## src/rtl/bus_cond_detector.sv

```systemverilog
// -----------------------------------------------------------------------------
// bus_cond_detector
//
// Watches a raw two-wire (SCL/SDA) bus, synchronizes both lines into the
// i_clk_in domain and reports the bus conditions:
//   - single-cycle SCL rising / falling edge strobes,
//   - single-cycle START, repeated-START and STOP strobes,
//   - bus busy (between START and STOP) and bus free (idle long enough).
//
// Parameters
//   SYNC_STAGES      synchronizer flops per line (2..4)
//   BUS_FREE_CYCLES  consecutive idle (SCL=1, SDA=1) samples needed before the
//                    bus is declared free (1..255)
//
// Optional feature
//   BUS_COND_GLITCH_FILTER_EN  when defined, a 3-sample majority filter follows
//                              each synchronizer; single-sample pulses are
//                              suppressed and every output is 2 cycles later.
//
// Ports
//   i_clk_in        in   block clock, all logic on its rising edge
//   i_rst_n         in   synchronous active-low reset
//   i_scl, i_sda    in   raw asynchronous pin levels
//   o_scl_sync      out  synchronized (filtered) SCL level
//   o_sda_sync      out  synchronized (filtered) SDA level
//   o_scl_pos_edge  out  one-cycle strobe on SCL 0->1
//   o_scl_neg_edge  out  one-cycle strobe on SCL 1->0
//   o_start_det     out  one-cycle strobe on START while not busy
//   o_rstart_det    out  one-cycle strobe on START while busy
//   o_stop_det      out  one-cycle strobe on STOP while busy
//   o_bus_busy      out  high between START and STOP
//   o_bus_free      out  high once the bus has been idle long enough
// -----------------------------------------------------------------------------
module bus_cond_detector #(
    parameter int SYNC_STAGES     = 2,
    parameter int BUS_FREE_CYCLES = 26
) (
    input  logic i_clk_in,
    input  logic i_rst_n,
    input  logic i_scl,
    input  logic i_sda,
    output logic o_scl_sync,
    output logic o_sda_sync,
    output logic o_scl_pos_edge,
    output logic o_scl_neg_edge,
    output logic o_start_det,
    output logic o_rstart_det,
    output logic o_stop_det,
    output logic o_bus_busy,
    output logic o_bus_free
);

    localparam logic [1:0] ST_WAIT_FREE = 2'd0;
    localparam logic [1:0] ST_FREE      = 2'd1;
    localparam logic [1:0] ST_BUSY      = 2'd2;

    localparam logic [7:0] FREE_LIMIT = 8'(BUS_FREE_CYCLES);

    logic [SYNC_STAGES-1:0] scl_sync_q;
    logic [SYNC_STAGES-1:0] sda_sync_q;
    logic                   scl_cur;
    logic                   sda_cur;
    logic                   scl_prv_q;
    logic                   sda_prv_q;

    // -------------------------------------------------------------------------
    // Synchronizers: bit 0 takes the raw pin, the top bit is the settled sample.
    // -------------------------------------------------------------------------
    // NOTE: line flops reset to 1 (idle bus level), not 0, so that leaving
    // reset never looks like an SCL/SDA edge or a START/STOP condition.
    always_ff @(posedge i_clk_in) begin
        if (!i_rst_n) begin
            scl_sync_q <= '1;
            sda_sync_q <= '1;
        end else begin
            scl_sync_q <= {scl_sync_q[SYNC_STAGES-2:0], i_scl};
            sda_sync_q <= {sda_sync_q[SYNC_STAGES-2:0], i_sda};
        end
    end

`ifdef BUS_COND_GLITCH_FILTER_EN
    // -------------------------------------------------------------------------
    // Majority of the newest synchronized sample and the two before it; a
    // level must persist for two samples before it reaches cur.
    // -------------------------------------------------------------------------
    logic [1:0] scl_hist_q;
    logic [1:0] sda_hist_q;
    logic       scl_filt_q;
    logic       sda_filt_q;

    function automatic logic maj3(input logic a, input logic b, input logic c);
        return (a & b) | (a & c) | (b & c);
    endfunction

    always_ff @(posedge i_clk_in) begin
        if (!i_rst_n) begin
            scl_hist_q <= '1;
            sda_hist_q <= '1;
            scl_filt_q <= 1'b1;
            sda_filt_q <= 1'b1;
        end else begin
            scl_hist_q <= {scl_hist_q[0], scl_sync_q[SYNC_STAGES-1]};
            sda_hist_q <= {sda_hist_q[0], sda_sync_q[SYNC_STAGES-1]};
            scl_filt_q <= maj3(scl_sync_q[SYNC_STAGES-1], scl_hist_q[0], scl_hist_q[1]);
            sda_filt_q <= maj3(sda_sync_q[SYNC_STAGES-1], sda_hist_q[0], sda_hist_q[1]);
        end
    end

    assign scl_cur = scl_filt_q;
    assign sda_cur = sda_filt_q;
`else
    assign scl_cur = scl_sync_q[SYNC_STAGES-1];
    assign sda_cur = sda_sync_q[SYNC_STAGES-1];
`endif

    // Previous sample, so that every condition compares two consecutive samples.
    always_ff @(posedge i_clk_in) begin
        if (!i_rst_n) begin
            scl_prv_q <= 1'b1;
            sda_prv_q <= 1'b1;
        end else begin
            scl_prv_q <= scl_cur;
            sda_prv_q <= sda_cur;
        end
    end

    assign o_scl_sync = scl_cur;
    assign o_sda_sync = sda_cur;

    // -------------------------------------------------------------------------
    // Condition decode. Requiring SCL high in both samples excludes the case
    // where SCL and SDA move together, which then yields only an edge strobe.
    // -------------------------------------------------------------------------
    logic start_cond;
    logic stop_cond;
    logic line_idle;
    logic [7:0] cnt_inc;

    assign start_cond = scl_prv_q & scl_cur & sda_prv_q & ~sda_cur;
    assign stop_cond  = scl_prv_q & scl_cur & ~sda_prv_q & sda_cur;
    assign line_idle  = scl_cur & sda_cur;

    // -------------------------------------------------------------------------
    // Bus state machine
    // -------------------------------------------------------------------------
    logic [1:0] state_q, state_d;
    logic [7:0] cnt_q, cnt_d;
    logic       start_d, rstart_d, stop_d;

    // Saturating increment; the counter never passes the free threshold.
    assign cnt_inc = (cnt_q >= FREE_LIMIT) ? cnt_q : cnt_q + 8'd1;

    // NOTE: every output of this block gets a default first so no path leaves
    // it unassigned (which would infer a latch); only blocking '=' is used here.
    always_comb begin
        state_d  = state_q;
        cnt_d    = cnt_q;
        start_d  = 1'b0;
        rstart_d = 1'b0;
        stop_d   = 1'b0;

        case (state_q)
            ST_WAIT_FREE: begin
                if (start_cond) begin
                    // A START is honoured even before the free time expires.
                    state_d = ST_BUSY;
                    start_d = 1'b1;
                    cnt_d   = 8'd0;
                end else if (stop_cond) begin
                    cnt_d = 8'd0;
                end else if (line_idle) begin
                    cnt_d = cnt_inc;
                    if (cnt_inc == FREE_LIMIT) begin
                        state_d = ST_FREE;
                    end
                end else begin
                    cnt_d = 8'd0;
                end
            end

            ST_FREE: begin
                if (start_cond) begin
                    state_d = ST_BUSY;
                    start_d = 1'b1;
                    cnt_d   = 8'd0;
                end else if (!line_idle) begin
                    state_d = ST_WAIT_FREE;
                    cnt_d   = 8'd0;
                end
            end

            ST_BUSY: begin
                if (start_cond) begin
                    rstart_d = 1'b1;
                end else if (stop_cond) begin
                    state_d = ST_WAIT_FREE;
                    stop_d  = 1'b1;
                    cnt_d   = 8'd0;
                end
            end

            default: begin
                state_d = ST_WAIT_FREE;
                cnt_d   = 8'd0;
            end
        endcase
    end

    // NOTE: sequential state is updated with non-blocking '<=' only, so every
    // flop samples the values from before the clock edge.
    always_ff @(posedge i_clk_in) begin
        if (!i_rst_n) begin
            state_q        <= ST_WAIT_FREE;
            cnt_q          <= 8'd0;
            o_scl_pos_edge <= 1'b0;
            o_scl_neg_edge <= 1'b0;
            o_start_det    <= 1'b0;
            o_rstart_det   <= 1'b0;
            o_stop_det     <= 1'b0;
        end else begin
            state_q        <= state_d;
            cnt_q          <= cnt_d;
            o_scl_pos_edge <= ~scl_prv_q & scl_cur;
            o_scl_neg_edge <= scl_prv_q & ~scl_cur;
            o_start_det    <= start_d;
            o_rstart_det   <= rstart_d;
            o_stop_det     <= stop_d;
        end
    end

    assign o_bus_busy = (state_q == ST_BUSY);
    assign o_bus_free = (state_q == ST_FREE);

endmodule
```

## config.mk

```make
export PLATFORM = sky130hd
export DESIGN_NAME = bus_cond_detector
export DESIGN_NICKNAME = d
export VERILOG_FILES = /design/src/rtl/bus_cond_detector.sv
export SDC_FILE = /design/constraint.sdc
export NUM_CORES = 1
export LEC_CHECK = 0
export CAP_MARGIN = 20
export CORE_MARGIN = 2
export CORE_UTILIZATION = 54
export DETAILED_ROUTE_END_ITERATION = 16
export PLACE_DENSITY_LB_ADDON = 0.25
export SKIP_CTS_REPAIR_TIMING = 1
export SLEW_MARGIN = 20
export SYNTH_ARGS = -nofsm -noshare
export SYNTH_HDL_FRONTEND = slang
export SYNTH_SLANG_ARGS = --single-unit
```

## constraint.sdc

```tcl
create_clock -name i_clk_in -period 2.8 [get_ports i_clk_in]
set_input_delay 0.56 -clock i_clk_in [delete_from_list [all_inputs] [get_ports i_clk_in]]
set_output_delay 0.56 -clock i_clk_in [all_outputs]
set_load 0.01 [all_outputs]
```

======== Yosys cells after proc, flatten, opt, wreduce, memory -nomap -nowiden ========
Cells that the tools add are included.
operators by class
  $add $sub $neg .......................... 1
  $mul .................................... 0
  div/mod/pow operators ................... 0
  $lt $le $gt $ge ......................... 1
  eq/ne operators ......................... 9
  shift operators ......................... 0
  multiplexer cells ....................... 20
  bitwise operators ....................... 14
  reduce and logical (&&, ||, !) cells .... 7
operators by type and width
  kind                                                    count
  2-to-1 mux 8 bit                                        8
  case mux 8 bit (3 select lines)                         1
  2-to-1 mux 2 bit                                        8
  inequality test 3 bit (second input constant)           4
  adder 8 x 1 -> 8 bit (second input constant)            1
  bitwise AND 1 bit                                       8
  equality test 8 x 5 -> 1 bit (second input constant)    1
  >= comparator 8 x 5 -> 1 bit (second input constant)    1
  NOT 1 bit                                               6
  case mux 2 bit (3 select lines)                         1
  AND reduction 6 bit                                     1
  AND reduction 2 bit                                     2
  AND reduction 3 bit                                     1
  OR reduction 3 bit                                      1
  equality test 2 x 1 -> 1 bit (second input constant)    1
  equality test 2 bit (second input constant)             1
  logical NOT 2 bit                                       1
  2-to-1 mux 1 bit                                        2
  inequality test 2 x 1 -> 1 bit (second input constant)  1
  inequality test 2 bit (second input constant)           1
  OR reduction 2 bit                                      1
word-level totals
  bits in registers ....................... 21
  latch bits .............................. 0
  memory bits (writable) .................. 0
  memory bits (read-only) ................. 0
  input bits .............................. 4
  output and inout bits ................... 9
  word-level logic and storage cells ...... 63
  memories kept ........................... 0

======== Logic depth before layout (Yosys ltp) ========
  depth after elaboration ................. 8
  mapped depth ............................ 7

======== Worst setup path after synthesis ========
Ideal clock, no wire load.
  path type ............................... flip-flop to flip-flop
  start point ............................. register cnt_q[0]
  end point ............................... register state_q[0]
  library setup time ...................... 0.060 ns
  arrival time ............................ 1.548 ns
  slack ................................... 1.192 ns
  stages on the path, launching flop included .. 7
  period minus slack after synthesis ...... 1.608 ns
  cells stage by stage .................... dfxtp_1 inv_1 ha_1 o311a_1 xnor2_1 nor4b_1 o2111a_1
on the way
  word-level cells in the longest chain between the ends .. 5
  elaborated cells between the ends (all ways) .. 6
ends and longest elaborated chain
  what                                                                  RTL line  RTL
  from (decl)                                                           147       logic [7:0] cnt_q, cnt_d;
  from (signal assigned)                                                222       cnt_q <= cnt_d;
  adder 8 x 1 -> 8 bit or >= comparator 8 x 5 -> 1 bit (tied branches)  151       assign cnt_inc = (cnt_q >= FREE_LIMIT) ? cnt_q : cnt_q + 8'd1;
  2-to-1 mux 8 bit *                                                    151
  equality test 8 x 5 -> 1 bit *                                        173       if (cnt_inc == FREE_LIMIT) begin
  inequality test 3 bit (no source line) *                              n/a
  AND reduction 6 bit (no source line) *                                n/a
  to (signal assigned)                                                  221       state_q <= state_d;
  to (decl)                                                             146       logic [1:0] state_q, state_d;
Every way passes the cells marked *; elsewhere a longest branch is shown, timed or not.
A chain may end at the register's enable or synchronous reset.

======== Worst setup path after layout ========
  start point ............................. register state_q[1]
  end point ............................... output port o_bus_busy
on the way
  word-level cells in the longest chain between the ends .. 1
ends and longest elaborated chain
  what                 RTL line  RTL
  equality test 2 bit  231       assign o_bus_busy = (state_q == ST_BUSY);
  to (decl)            49        output logic o_bus_busy,
No other way between the ends.

==> summary.txt <==
Die
  – Die area: 2100 sq um
  – Num ports: 13
  – Core area: 1690 sq um
  – Site Rows: 15
  – Die height: ~46 um
  – Die W: about 46 um
  – Initial Util: approximately 56%

Yosys
  – Synth cell types: 37
  – Number of synthesized flops with an enable pin: 0
  – Synthesized Nets: 113
  – Top cells by count, synth: dfxtp_1, nor2_1, nand2_1, nand2b_1, inv_1
  – Most common flop cell mapped by yosys: dfxtp_1
  – Compound-gate portion of the synthesized area: 17.1%
  – Mux share of post-synthesis cell area: 0%
  – Synth top area share: between 40% and 50%
  – FFs w/ async S/R, synth: 0%
  – Synth Area in Adders: under 10%
  – Synth Cell Area: 943 sq um
  – Cell count after synthesis: 107
  – Cell with the most instances after synthesis: dfxtp_1
  – Post-synth top area cell: dfxtp_1
  – XOR/XNOR share of the synthesized area: under 10%
  – Main combinational cell family by area after synthesis: simple AND/OR/NAND/NOR gates
  – Ys Warns: 0
  – FF+latch count, synth: 21
  – Average cell area after synthesis: between 8 and 9 sq um
  – Register area share after synthesis: 44.6%
  – Post-Synth Simple-Gate Area: 30.0%
  – Area contributors post-synth: dfxtp_1, nand2b_1, nor2_1

Drt
  – Drt wl/cell: 13.5 um
  – Final ANT Viol Nets: 0
  – DRT iter0 DRCs: 24
  – DRC: 0
  – Drt pass-1 iters: 4
  – Via count: 817
  – Vias/cell: just under 6
  – WL final: 1850 um

Cells and area
  – Ant diodes: 0
  – Final Cell Area: 1100 sq um
  – Area Overhead vs Synth: 16.4%
  – Final cell count without fillers: between 100 and 150
  – Layout Nets: approximately 130
  – Layout cells sized above 1: 7.50%
  – FILL cells: roughly 140
  – Final Util: 65.0%

Clocking
  – Clk buf depth: 2
  – CTS tree: yes
  – Root Buffer: clkbuf_4
  – TritonCTS Sinks: 21
  – Worst-Skew Late Latency: 0.30 ns
  – Reg clk slew, reported paths: 0.11 ns
  – Cts bufs inserted: 3
  – H-tree depth: 1

GRT
  – Vias in the first global route: 698
  – Met3 usage: 3.17%
  – GR Layer Usage met2: 30.1%
  – First-pass GRT wire length: 2990 um
  – Congestion Overflow GR: 0
  – Met1 GRT Util: 27.2%
  – GRT Util Overall: 20.0%
  – Initial antenna violation count: 0
  – Largest net degree at the start of global routing: 14
  – Most used routing layer: met2

Power
  – Peak supply drop: 331 uV
  – Clk pwr share: 26.9%
  – Switching share of power: about a quarter
  – Net Sw Power: 0.000134 W
  – Lkg Pwr: 0.452 nW
  – Flop pwr share: 61.3%
  – PwrDens: 478 nW/um^2
  – Internal Power: 0.000391 W
  – Logic pwr share: approximately an eighth

Worst setup path
  – Critical path capture point type: output port
  – Critical Path Fanout Max: 8
  – Critical path class: register to output port
  – Worst EP required: 2.24 ns
  – Startpoint types: register
  – WP data arrival: 1.57 ns

Timing
  – Skew final: 0.00420 ns
  – Setup violations, final: 0
  – Final Critical Period: 2.13 ns
  – Final Hold Violating Endpoints: 0
  – Rel. slew slack: 59.9%
  – Worst slew pin tran: 0.597 ns
  – TNS Setup: 0 ns
  – Maximum clock rate: 469 MHz
  – Pins Over Slew Limit: 0
  – Fin crit share: around three quarters
  – RSZ-0062 raised after global routing: false

Placement
  – Placed Cells: 133
  – IO Port Bufs: 12
  – Gpl congestion: 0.871
  – Detail Placement HPWL: 1410 um
  – Post-DP Area: 1070 sq um

Run status
  – Outcome: finished clean

Worst hold path
  – Hold Path Class: register to register

Job
  – Max-Cap Viols: 0
==> kinds of logic (layout without fill, tap and decap cells) <==
kind of cell | count (synthesis) | in the layout
AOI/OAI and AO/OA | 23 | 23
xor gates and xnor gates | 2 | 2
buffers and inverters | 9 | 22
and+or+nand+nor | 50 | 50
DFF | 21 | 21
adders and majority gates | 2 | 2
==> power by group through the flow <==
stage | Sequential (W) | Clock, W | Combinational (W)
floorplan | 0.000324 | 0 | 0.0000436
global placement | 0.000328 | 0 | 0.0000597
detailed placement | 0.000329 | 0 | 0.0000611
CTS | 0.000322 | 0.000147 | 0.0000612
global route | 0.000324 | 0.000161 | 0.0000687
finish | 0.000322 | 0.000141 | 0.0000616
==> cell type report <==
| class | count | area, sq um | share of cell area (%) |
|---|---|---|---|
| repair buffers | 12 | 120 | 10.9 |
| clock inverters | 1 | 5.00 | 0.456 |
| flip-flops and latches | 21 | 420 | 38.3 |
| inverters | 6 | 22.5 | 2.05 |
| well taps | 17 | 21.3 | 1.94 |
| multi-input cells | 77 | 487 | 44.3 |
| clock buffers | 3 | 22.5 | 2.05 |
==> flip-flops by register name (all words and copies together), names as in the netlist <==
signal          count
o_start_det         1
sda_prv_q           1
sda_sync_q          2
o_stop_det          1
state_q             2
scl_sync_q          2
scl_prv_q           1
o_scl_pos_edge      1
cnt_q               8
o_scl_neg_edge      1
o_rstart_det        1
==> final timing paths <==
path | startpoint | end | slack (ns) | cells after the start
max reg2reg | cnt_q[0] | state_q[0] | 0.99 | 6
max | state_q[1] | o_bus_busy | 0.67 | 3
min reg2reg | sda_sync_q[0] | sda_sync_q[1] | 0.42 | 1
min | sda_sync_q[0] | sda_sync_q[1] | 0.42 | 1
==> layout by cell type (no fill, tap or decap), types with 2 or more instances in the layout <==
master / n
dfxtp_1: 21
clkdlybuf4s50_1: 12
nor2_1: 11
nand2b_1: 7
nand2_1: 7
inv_1: 6
nand3_1: 5
a21oi_1: 5
nor3_1: 4
and3_1: 4
nor2b_1: 3
o21ai_0: 3
clkbuf_4: 3
xnor2_1: 2
a22oi_1: 2
o2111ai_1: 2
ha_1: 2
==> metal layers <==
layer,vias to the layer above,routed length [um]
li1,413,-
met1,379,888
met2,21,859
met3,4,73
met4,0,28
met5,-,0
==> critical path, cell delays in order (launching register included) <==
cell,delay (ns)
dfxtp_1,0.48
nand2b_1,0.13
inv_1,0.12
clkdlybuf4s50_1,0.55
==> metrics by stage <==
| step | hold slack, ns | power [W] | worst slack, ns |
|---|---|---|---|
| finish | 0.420 | 0.000525 | 0.667 |
| global route | 0.437 | 0.000554 | 0.576 |
| CTS | 0.422 | 0.000530 | 0.662 |
| detailed placement | 0.395 | 0.000390 | 1.01 |
| global placement | 0.388 | 0.000388 | 1.02 |
| floorplan | 0.386 | 0.000368 | 1.19 |
No activity file was read; power rests on OpenSTA's default activity.
